===== src/rtl/pipeline_pkg.sv =====
// Shared definitions for the instruction-fetch front end: next-PC modes,
// the NOP encoding and default vector addresses.
package pipeline_pkg;

  typedef enum logic [2:0] {
    PC_SEQ    = 3'd0,
    PC_BRANCH = 3'd1,
    PC_JUMP   = 3'd2,
    PC_JR     = 3'd3,
    PC_ILLOP  = 3'd4,
    PC_XADR   = 3'd5
  } pc_src_e;

  localparam logic [31:0] NOP_INSTR    = 32'h0000_0000;
  localparam logic [31:0] RESET_PC_DEF = 32'h8000_0000;
  localparam logic [31:0] ILLOP_PC_DEF = 32'h8000_0004;
  localparam logic [31:0] XADR_PC_DEF  = 32'h8000_0008;

  // Bit 31 is the supervisor flag: it is held and never receives the carry.
  function automatic logic [31:0] pc_plus4(input logic [31:0] pc);
    return {pc[31], pc[30:0] + 31'd4};
  endfunction

endpackage


===== src/rtl/pipeline_fetch_fifo.sv =====
// Circular fetch queue with push, pop, synchronous clear and occupancy count.
// Pointers wrap modulo DEPTH, so DEPTH need not be a power of two.
module pipeline_fetch_fifo #(
  parameter int WIDTH = 64,
  parameter int DEPTH = 4
) (
  input  logic                       clk,
  input  logic                       reset,
  input  logic                       push,
  input  logic                       pop,
  input  logic                       clear,
  input  logic [WIDTH-1:0]           wdata,
  output logic [WIDTH-1:0]           rdata,
  output logic [$clog2(DEPTH+1)-1:0] count,
  output logic                       full,
  output logic                       empty
);

  localparam int CW = $clog2(DEPTH+1);
  localparam int PW = $clog2(DEPTH);

  logic [WIDTH-1:0] mem [DEPTH];
  logic [PW-1:0]    wptr, rptr;
  logic             push_eff, pop_eff;

  assign empty    = (count == '0);
  assign full     = (count == CW'(DEPTH));
  assign pop_eff  = pop && !empty;
  assign push_eff = push && (!full || pop_eff);
  assign rdata    = mem[rptr];

  function automatic logic [PW-1:0] wrap_inc(input logic [PW-1:0] p);
    return (p == PW'(DEPTH-1)) ? '0 : p + PW'(1);
  endfunction

  // NOTE: sequential state uses non-blocking assignments so every register
  // samples pre-edge values regardless of block evaluation order.
  always_ff @(posedge clk or negedge reset) begin
    if (!reset) begin
      wptr  <= '0;
      rptr  <= '0;
      count <= '0;
    end else if (clear) begin
      wptr  <= '0;
      rptr  <= '0;
      count <= '0;
    end else begin
      if (push_eff) wptr <= wrap_inc(wptr);
      if (pop_eff)  rptr <= wrap_inc(rptr);
      case ({push_eff, pop_eff})
        2'b10:   count <= count + CW'(1);
        2'b01:   count <= count - CW'(1);
        default: count <= count;
      endcase
    end
  end

  // NOTE: storage is deliberately not reset; the count gates every read,
  // and leaving it unreset lets synthesis map it onto plain RAM/flops.
  always_ff @(posedge clk) begin
    if (push_eff && !clear) mem[wptr] <= wdata;
  end

endmodule


===== src/rtl/pipeline_if_fetch_queue.sv =====
// Instruction-fetch stage: PC register, next-PC selection and a fetch queue
// that decouples ROM fetch from the ID stage.
module pipeline_if_fetch_queue
  import pipeline_pkg::*;
#(
  parameter int          ROM_AW   = 7,
  parameter int          DEPTH    = 4,
  parameter logic [31:0] RESET_PC = RESET_PC_DEF,
  parameter logic [31:0] ILLOP_PC = ILLOP_PC_DEF,
  parameter logic [31:0] XADR_PC  = XADR_PC_DEF
) (
  input  logic                       clk,
  input  logic                       reset,
  input  logic [2:0]                 pc_src,
  input  logic                       alu_out,
  input  logic [25:0]                jt,
  input  logic [31:0]                con_ba,
  input  logic [31:0]                databus_a,
  output logic [ROM_AW-1:0]          rom_addr,
  input  logic [31:0]                rom_data,
  input  logic                       id_ready,
  output logic                       ifid_valid,
  output logic [31:0]                ifid_pc4,
  output logic [31:0]                ifid_instr,
  output logic [$clog2(DEPTH+1)-1:0] q_count
);

  logic [31:0] pc, pc4, target, pc_next;
  logic        redirect, fetch, pop, full, empty;
  logic [63:0] head;

  assign pc4      = pc_plus4(pc);
  assign rom_addr = pc[ROM_AW+1:2];

  assign ifid_valid = !empty;
  assign ifid_pc4   = ifid_valid ? head[63:32] : 32'h0;
  assign ifid_instr = ifid_valid ? head[31:0]  : NOP_INSTR;

  assign pop   = ifid_valid && id_ready;
  assign fetch = !redirect && (!full || pop);

  // NOTE: every always_comb output gets a default first so no path can
  // leave it unassigned and infer a latch.
  always_comb begin
    redirect = 1'b0;
    target   = pc4;
    case (pc_src)
      PC_BRANCH: begin redirect = alu_out; target = con_ba; end
      PC_JUMP:   begin redirect = 1'b1; target = {ifid_pc4[31:28], jt, 2'b00}; end
      PC_JR:     begin redirect = 1'b1; target = databus_a; end
      PC_ILLOP:  begin redirect = 1'b1; target = ILLOP_PC; end
      PC_XADR:   begin redirect = 1'b1; target = XADR_PC; end
      default:   begin redirect = 1'b0; target = pc4; end
    endcase
  end

  assign pc_next = redirect ? target : (fetch ? pc4 : pc);

  always_ff @(posedge clk or negedge reset) begin
    if (!reset) pc <= RESET_PC;
    else        pc <= pc_next;
  end

  // Clear dominates inside the queue, so a pop coinciding with a redirect is dropped.
  pipeline_fetch_fifo #(
    .WIDTH (64),
    .DEPTH (DEPTH)
  ) u_fifo (
    .clk   (clk),
    .reset (reset),
    .push  (fetch),
    .pop   (pop),
    .clear (redirect),
    .wdata ({pc4, rom_data}),
    .rdata (head),
    .count (q_count),
    .full  (full),
    .empty (empty)
  );

endmodule


===== config.mk =====
export PLATFORM = sky130hd
export DESIGN_NAME = pipeline_if_fetch_queue
export DESIGN_NICKNAME = d
export VERILOG_FILES = /design/src/rtl/pipeline_pkg.sv /design/src/rtl/pipeline_fetch_fifo.sv /design/src/rtl/pipeline_if_fetch_queue.sv
export SDC_FILE = /design/constraint.sdc
export NUM_CORES = 1
export LEC_CHECK = 0
export ABC_AREA = 1
export CORE_MARGIN = 8
export CORE_UTILIZATION = 51
export CTS_BUF_LIST = sky130_fd_sc_hd__clkbuf_4
export CTS_CLUSTER_SIZE = 16
export DETAILED_ROUTE_END_ITERATION = 10
export GPL_ROUTABILITY_DRIVEN = 0
export HOLD_SLACK_MARGIN = 0.15
export PLACE_DENSITY = 0.9
export SETUP_SLACK_MARGIN = 0.1
export SLEW_MARGIN = 0
export SYNTH_ARGS = -nofsm -noshare
export SYNTH_HDL_FRONTEND = slang
export SYNTH_HIERARCHICAL = 1
export SYNTH_SLANG_ARGS = --single-unit

===== constraint.sdc =====
create_clock -name clk -period 4.9 [get_ports clk]
set_input_delay 0.98 -clock clk [delete_from_list [all_inputs] [get_ports clk]]
set_output_delay 0.98 -clock clk [all_outputs]
set_load 0.01 [all_outputs]

Yosys cells after proc, flatten, opt, wreduce, memory -nomap -nowiden. Memories as Yosys holds them, arrays and structs flattened. Cells that the tools add are included.

Register bits after elaboration: 39. Memory bits (writable): 256. Bits of input ports: 129. Output and inout port bits: 75. Word-level logic and storage cells: 55. Memories: 1.

Memory list: u_fifo.mem (words 4, width 64, rd ports 1, clocked after Yosys merged registers in 0, wr ports 1, RTL line pipeline_fetch_fifo.sv:22) `logic [WIDTH-1:0] mem [DEPTH];`.

Add/subtract/negate cells: 5. Equality and inequality tests: 10. Muxes and demuxes: 16. Reductions and logical operators: 18.

Operator list (number): 32-bit one-hot mux with 5 select lines (1); 32-bit 2-to-1 mux (3); 31-bit by 3-bit adder with 31-bit output (second input constant) (1); 31-bit 2-to-1 mux (1); 2-bit 2-to-1 mux (6); 3-bit equality test (second input constant) (3); 2-bit equality test (second input constant) (3); 3-bit by 2-bit equality test with 1-bit output (second input constant) (2); 3-bit one-hot mux with 2 select lines (1); 2-bit nonzero test (3); 1-bit logical AND (5); 5-bit nonzero test (1); 2-bit by 1-bit adder with 2-bit output (second input constant) (2); 4-bit OR reduction (1); 3-bit by 1-bit adder with 3-bit output (second input constant) (1); 3-bit by 1-bit equality test with 1-bit output (second input constant) (1); 1-bit logical NOT (3); 3-bit logical NOT (1); 3-bit 2-to-1 mux (1); 3-bit nonzero test (1); 3-bit by 1-bit subtractor with 3-bit output (second input constant) (1); 2-bit by 1-bit equality test with 1-bit output (second input constant) (1); 1-bit logical OR (2); 1-bit 2-to-1 mux (2); 2 further kinds (2).

Longest topological paths before layout. Gate-level depths: netlist of run 1.

Depth in word-level cells: 9. Mapped depth: 17. Mapped depth without buffers: 16.

Modules after synthesis. The synthesis of run 1 kept the hierarchy.

By module, submodules not included: pipeline_fetch_fifo (instances 1, cells an instance 687, area an instance 9994.6 um^2, seq. area each 7862.5 um^2); pipeline_if_fetch_queue (instances 1, cells an instance 649, area an instance 3508.4 um^2, seq. area each 802.0 um^2).

Least setup slack after synthesis of run 1. No wires, ideal clock.

Kind: input-to-reg. From: input port pc_src[1]. To: memory u_fifo.mem[0][0], enable pin. Library setup time: 0.487 ns. Arrival time: 4.615 ns. Data required time: 4.413 ns. Slack: -0.202 ns. Stages on the path: 7. Buffers on the path: 1. Path through: inv_2 > ha_1 > nand2_4 > nor2_2 > buf_4 > nand3_1 > nor2_1.

Longest elaborated chain between the ends: 9. Elaborated cells between the ends (all ways): 13. Those cells by class: eq/ne: 5; mux: 3; reduce/logical: 5.

Ends and longest elaborated chain: start, declared (RTL line pipeline_if_fetch_queue.sv:14) `input logic [2:0] pc_src,`; 3-bit equality test or 3-bit by 2-bit equality test with 1-bit output (tied branches) (RTL line pipeline_if_fetch_queue.sv:47) `case (pc_src)`; 4-bit OR reduction (no source line); 1-bit one-hot mux with 2 select lines (*) (RTL line pipeline_if_fetch_queue.sv:47); 1-bit logical NOT (*) (RTL line pipeline_if_fetch_queue.sv:40) `assign fetch = !redirect && (!full || pop);`; 1-bit logical AND (*) (RTL line pipeline_if_fetch_queue.sv:40); via fetch (RTL line pipeline_if_fetch_queue.sv:29) `logic redirect, fetch, pop, full, empty;`; 1-bit logical AND (*) (RTL line pipeline_fetch_fifo.sv:29) `assign push_eff = push && (!full || pop_eff);`; 1-bit logical AND (*) (RTL line pipeline_fetch_fifo.sv:61) `if (push_eff && !clear) mem[wptr] <= wdata;`; 1-bit 2-to-1 mux (*) (RTL line pipeline_fetch_fifo.sv:61); 1-bit 2-to-1 mux (not written as such) (*) (RTL line pipeline_fetch_fifo.sv:61); end, declared (RTL line pipeline_fetch_fifo.sv:22).

The timed path passes the listed nets; every way through them passes the cells marked *.

Worst setup path after layout of run 1.
From: register u_fifo.rptr[0]. To: output port ifid_pc4[28].

Longest elaborated chain between the ends: 2.

Ends and longest elaborated chain: start, declared (RTL line pipeline_fetch_fifo.sv:23) `logic [PW-1:0] wptr, rptr;`; start signal, assigned (RTL line pipeline_fetch_fifo.sv:49) `if (pop_eff) rptr <= wrap_inc(rptr);`; memory 4 x 64 bit; via head[60] (RTL line pipeline_if_fetch_queue.sv:30) `logic [63:0] head;`; 32-bit 2-to-1 mux (RTL line pipeline_if_fetch_queue.sv:36) `assign ifid_pc4 = ifid_valid ? head[63:32] : 32'h0;`; end, declared (RTL line pipeline_if_fetch_queue.sv:23) `output logic [31:0] ifid_pc4,`.

The timed path passes the listed nets, and every way through them passes these cells.

==> results of run 1 <==
[registers in the layout, summed over array words and instances, names as in the netlist]
signal        flops
u_fifo/mem      256
pc               32
u_fifo/count      3
u_fifo/rptr       2
u_fifo/wptr       2
[worst max-delay path: cells and delay by family (launching register included)]
family,cells,cell delay (ns)
buffers and inverters,3,1.49
flip-flops,1,0.70
AND/OR/NAND/NOR,1,0.18
AO/OA/AOI/OAI,2,0.44
[placed cells by master (no fill, tap or decap), types with 2 or more instances in the layout]
cell	count
o21ai_0	90
a22oi_1	6
xor2_1	12
clkinv_2	6
buf_4	10
nand4_1	5
clkdlybuf4s50_1	202
o21ai_1	53
nor2_1	245
bufinv_16	2
dfrtp_1	36
edfxtp_1	256
clkinv_1	9
nand3b_1	2
ha_1	7
nand2_2	5
a21oi_1	7
inv_1	113
nor2_2	8
xnor2_1	4
nand2_1	251
nand3_1	68
clkinvlp_4	2
buf_12	5
and2_1	3
clkbuf_4	107
o211ai_1	2
inv_2	9
nor3_1	2
nor2_4	8
o22ai_1	65
[layout make-up]
type,instances,area share [%]
Inverter,120,2.718
Clock buffer,107,4.819
Tap cell,335,2.515
Clock inverter,22,0.9008
Antenna cell,1,0.01501
Multi-Input combinational cell,849,23.80
Sequential cell,295,52.02
Timing Repair Buffer,218,13.21
[power by group]
group / switching, mW / total, mW / internal, mW
Sequential: 0.215 / 3.34 / 3.13
Combinational: 1.77 / 2.99 / 1.22
Clock: 0.937 / 2.05 / 1.11
Total: 2.92 / 8.38 / 5.46
[worst min-delay path by stage]
| stage | slack, ns | to | startpoint |
|---|---|---|---|
| final | 0.45 | u_fifo/count[0] | reset |
| after global routing | 0.47 | u_fifo/count[0] | reset |
| after CTS | 0.41 | u_fifo/count[0] | reset |
| after detailed placement | 0.52 | pc[29] | pc[29] |
| after global placement | 0.51 | pc[29] | pc[29] |
| after floorplan | 0.48 | u_fifo/mem[0][32] | pc[0] |
[stage by stage]
stage	TNS [ns]	power [mW]	instances	utilization, %	hold slack (ns)
floorplan	-51.72	5.050	1336	-	0.4766
global placement	0	6.270	1817	60.29	0.5084
detailed placement	0	6.375	1817	60.29	0.5248
CTS	0	8.440	1946	63.95	0.4108
global route	0	8.864	1947	63.96	0.4693
finish	0	8.380	1947	63.96	0.4549
[layer usage]
| metal | up-vias | part of all wire [%] |
|---|---|---|
| met2 | 631 | 48 |
| li1 | 4994 | - |
| met3 | 89 | 11 |
| met4 | 0 | 3.1 |
| met1 | 5013 | 38 |
| met5 | - | 0 |
[logic make-up after synthesis]
family                     after synthesis  share of synthesized area (%)
xor gates and xnor gates                17                          1.158
and+or+nand+nor                        600                          18.12
DFF                                    295                          64.17
adders and majority gates                8                         0.7969
AOI/OAI and AO/OA                      224                          9.081
buffers and inverters                  192                          6.672
==> flow_summary.json, run 1 <==
{
  "status": "finished clean",
  "initial_utilization_pct": 51.82,
  "grt_pass1_vias": 11004,
  "synth_nets": 1473,
  "synth-seq-cells": 295,
  "grt-ovfl-total": 0,
  "startpoint": "u_fifo/rptr[0]",
  "tritoncts": "done",
  "synth-edff-count": 256,
  "ys_top_cells_by_area": "edfxtp_1, dfrtp_1, nand2_1",
  "synthArstFlopShare_pct": 13.22,
  "area_delta_synth_final_pct": 23.43,
  "num_vias": 10727,
  "clock-skew-final_ns": 0.04392,
  "synthTopCellsByCount": "edfxtp_1, nand2_1, nor2_1",
  "clock-sinks": 295,
  "startpoint_type": "flip-flop",
  "r2r-start": "u_fifo/count[0]",
  "routedWlPerCell_um": 18.13,
  "ys_seq_area_share_pct": 64.17,
  "synthFlopType": "edfxtp_1",
  "rsz0062_at_grt": "false",
  "ir_worst_vdd_mv": 0.3106,
  "fin_crit_ns": 4.499,
  "clk_path_buf_depth": 3,
  "globalRouteMet1Util_pct": 26.21,
  "hold_violations": 0,
  "post-route-period-util_pct": 91.81,
  "die_w_um": 178.7,
  "setup_viol": 0,
  "nets": 1694,
  "ctsResizeCount": 0,
  "yosysMostFrequentCell": "edfxtp_1",
  "die_height_um": 178.7,
  "drive_gt1_share_pct": 10.61,
  "drt-total-wl_mm": 35.31,
  "max_stage_delay_ns": 0.78,
  "powerDensity_mw_per_mm2": 502.8,
  "cp-end-kind": "output pin",
  "yosysTopAreaCell": "edfxtp_1",
  "final_area_mm2": 0.01667,
  "slowest_stage": "buf_4",
  "drt-initial-drc-count": 1398,
  "grt_max_degree": 91,
  "firstDrtPassIters": 6,
  "cp.arrival_ns": 3.52,
  "crit_type": "reg2out",
  "dieArea_mm2": 0.03194,
  "slew-limit-headroom_pct": 17.22,
  "register_area_mm2": 0.008670,
  "crit_chain": "buf_4, o21ai_0, o22ai_1, inv_1, nor2_1, clkdlybuf4s50_1",
  "io_pins": 204,
  "placed_area_mm2": 0.01571,
  "drc": 0,
  "hpwl_mm": 23.75,
  "grt_pass1_wl_mm": 54.66,
  "grt.met3_usage_pct": 5.834,
  "numCtsBuffers": 73,
  "multi_input_area_mm2": 0.003968,
  "ctsHoldBuffers": 0,
  "ys_warn_count": 6,
  "busiest_layer": "met2",
  "r2r_slack_ns": 1.52,
  "core-area_mm2": 0.02606,
  "rows": 59,
  "worst_pin_slew_ns": 1.239,
  "port_buffers": 203,
  "insertion_delay_ns": 0.66,
  "maxCapViolations": 0,
  "postCtsSetupBuffers": 0,
  "synth.cell_area_mm2": 0.01350,
  "crit_end": "ifid_pc4[28]",
  "grt.met2_usage_pct": 36.25,
  "fillers": 1988,
  "report.final.slew_viol_count": 0,
  "avgViaCountPerCell": 5.510,
  "synth_cells": 1336,
  "cp_data_required_time_ns": 3.92,
  "p_leak_nw": 6.431,
  "place_ws_ns": 0.6433,
  "rr_endpoint": "u_fifo/mem[1][14]",
  "fmax_ghz": 0.2223,
  "syn_avg_cell_area_um2": 10.11,
  "antenna_found_initial": 1,
  "cts-root-buf": "clkbuf_4",
  "worst_r2r_path_depth": 9,
  "cp_max_fo": 90,
  "yosysTopAreaCellShare_pct": 56.93,
  "path_clk_slew_ns": 0.06,
  "yosysUniqueCellTypes": 36,
  "setup_ws_ns": 0.4013,
  "hold_class": "in2async",
  "cts-htree-levels": 3,
  "grtUsageTotal_pct": 21.78,
  "antenna_left": 0
}
Note: power is estimated with default switching activity, not from simulation.
==> run 2: changes to the inputs <==
- SLEW_MARGIN: 0 -> unset
==> results of run 2 <==
No change in the layout: final DEF, timing and power equal those of run 1.
==> run 3: changes to the inputs <==
- TNS_END_PERCENT: unset -> 1
==> results of run 3 <==
No change in the layout: final DEF, timing and power equal those of run 1.
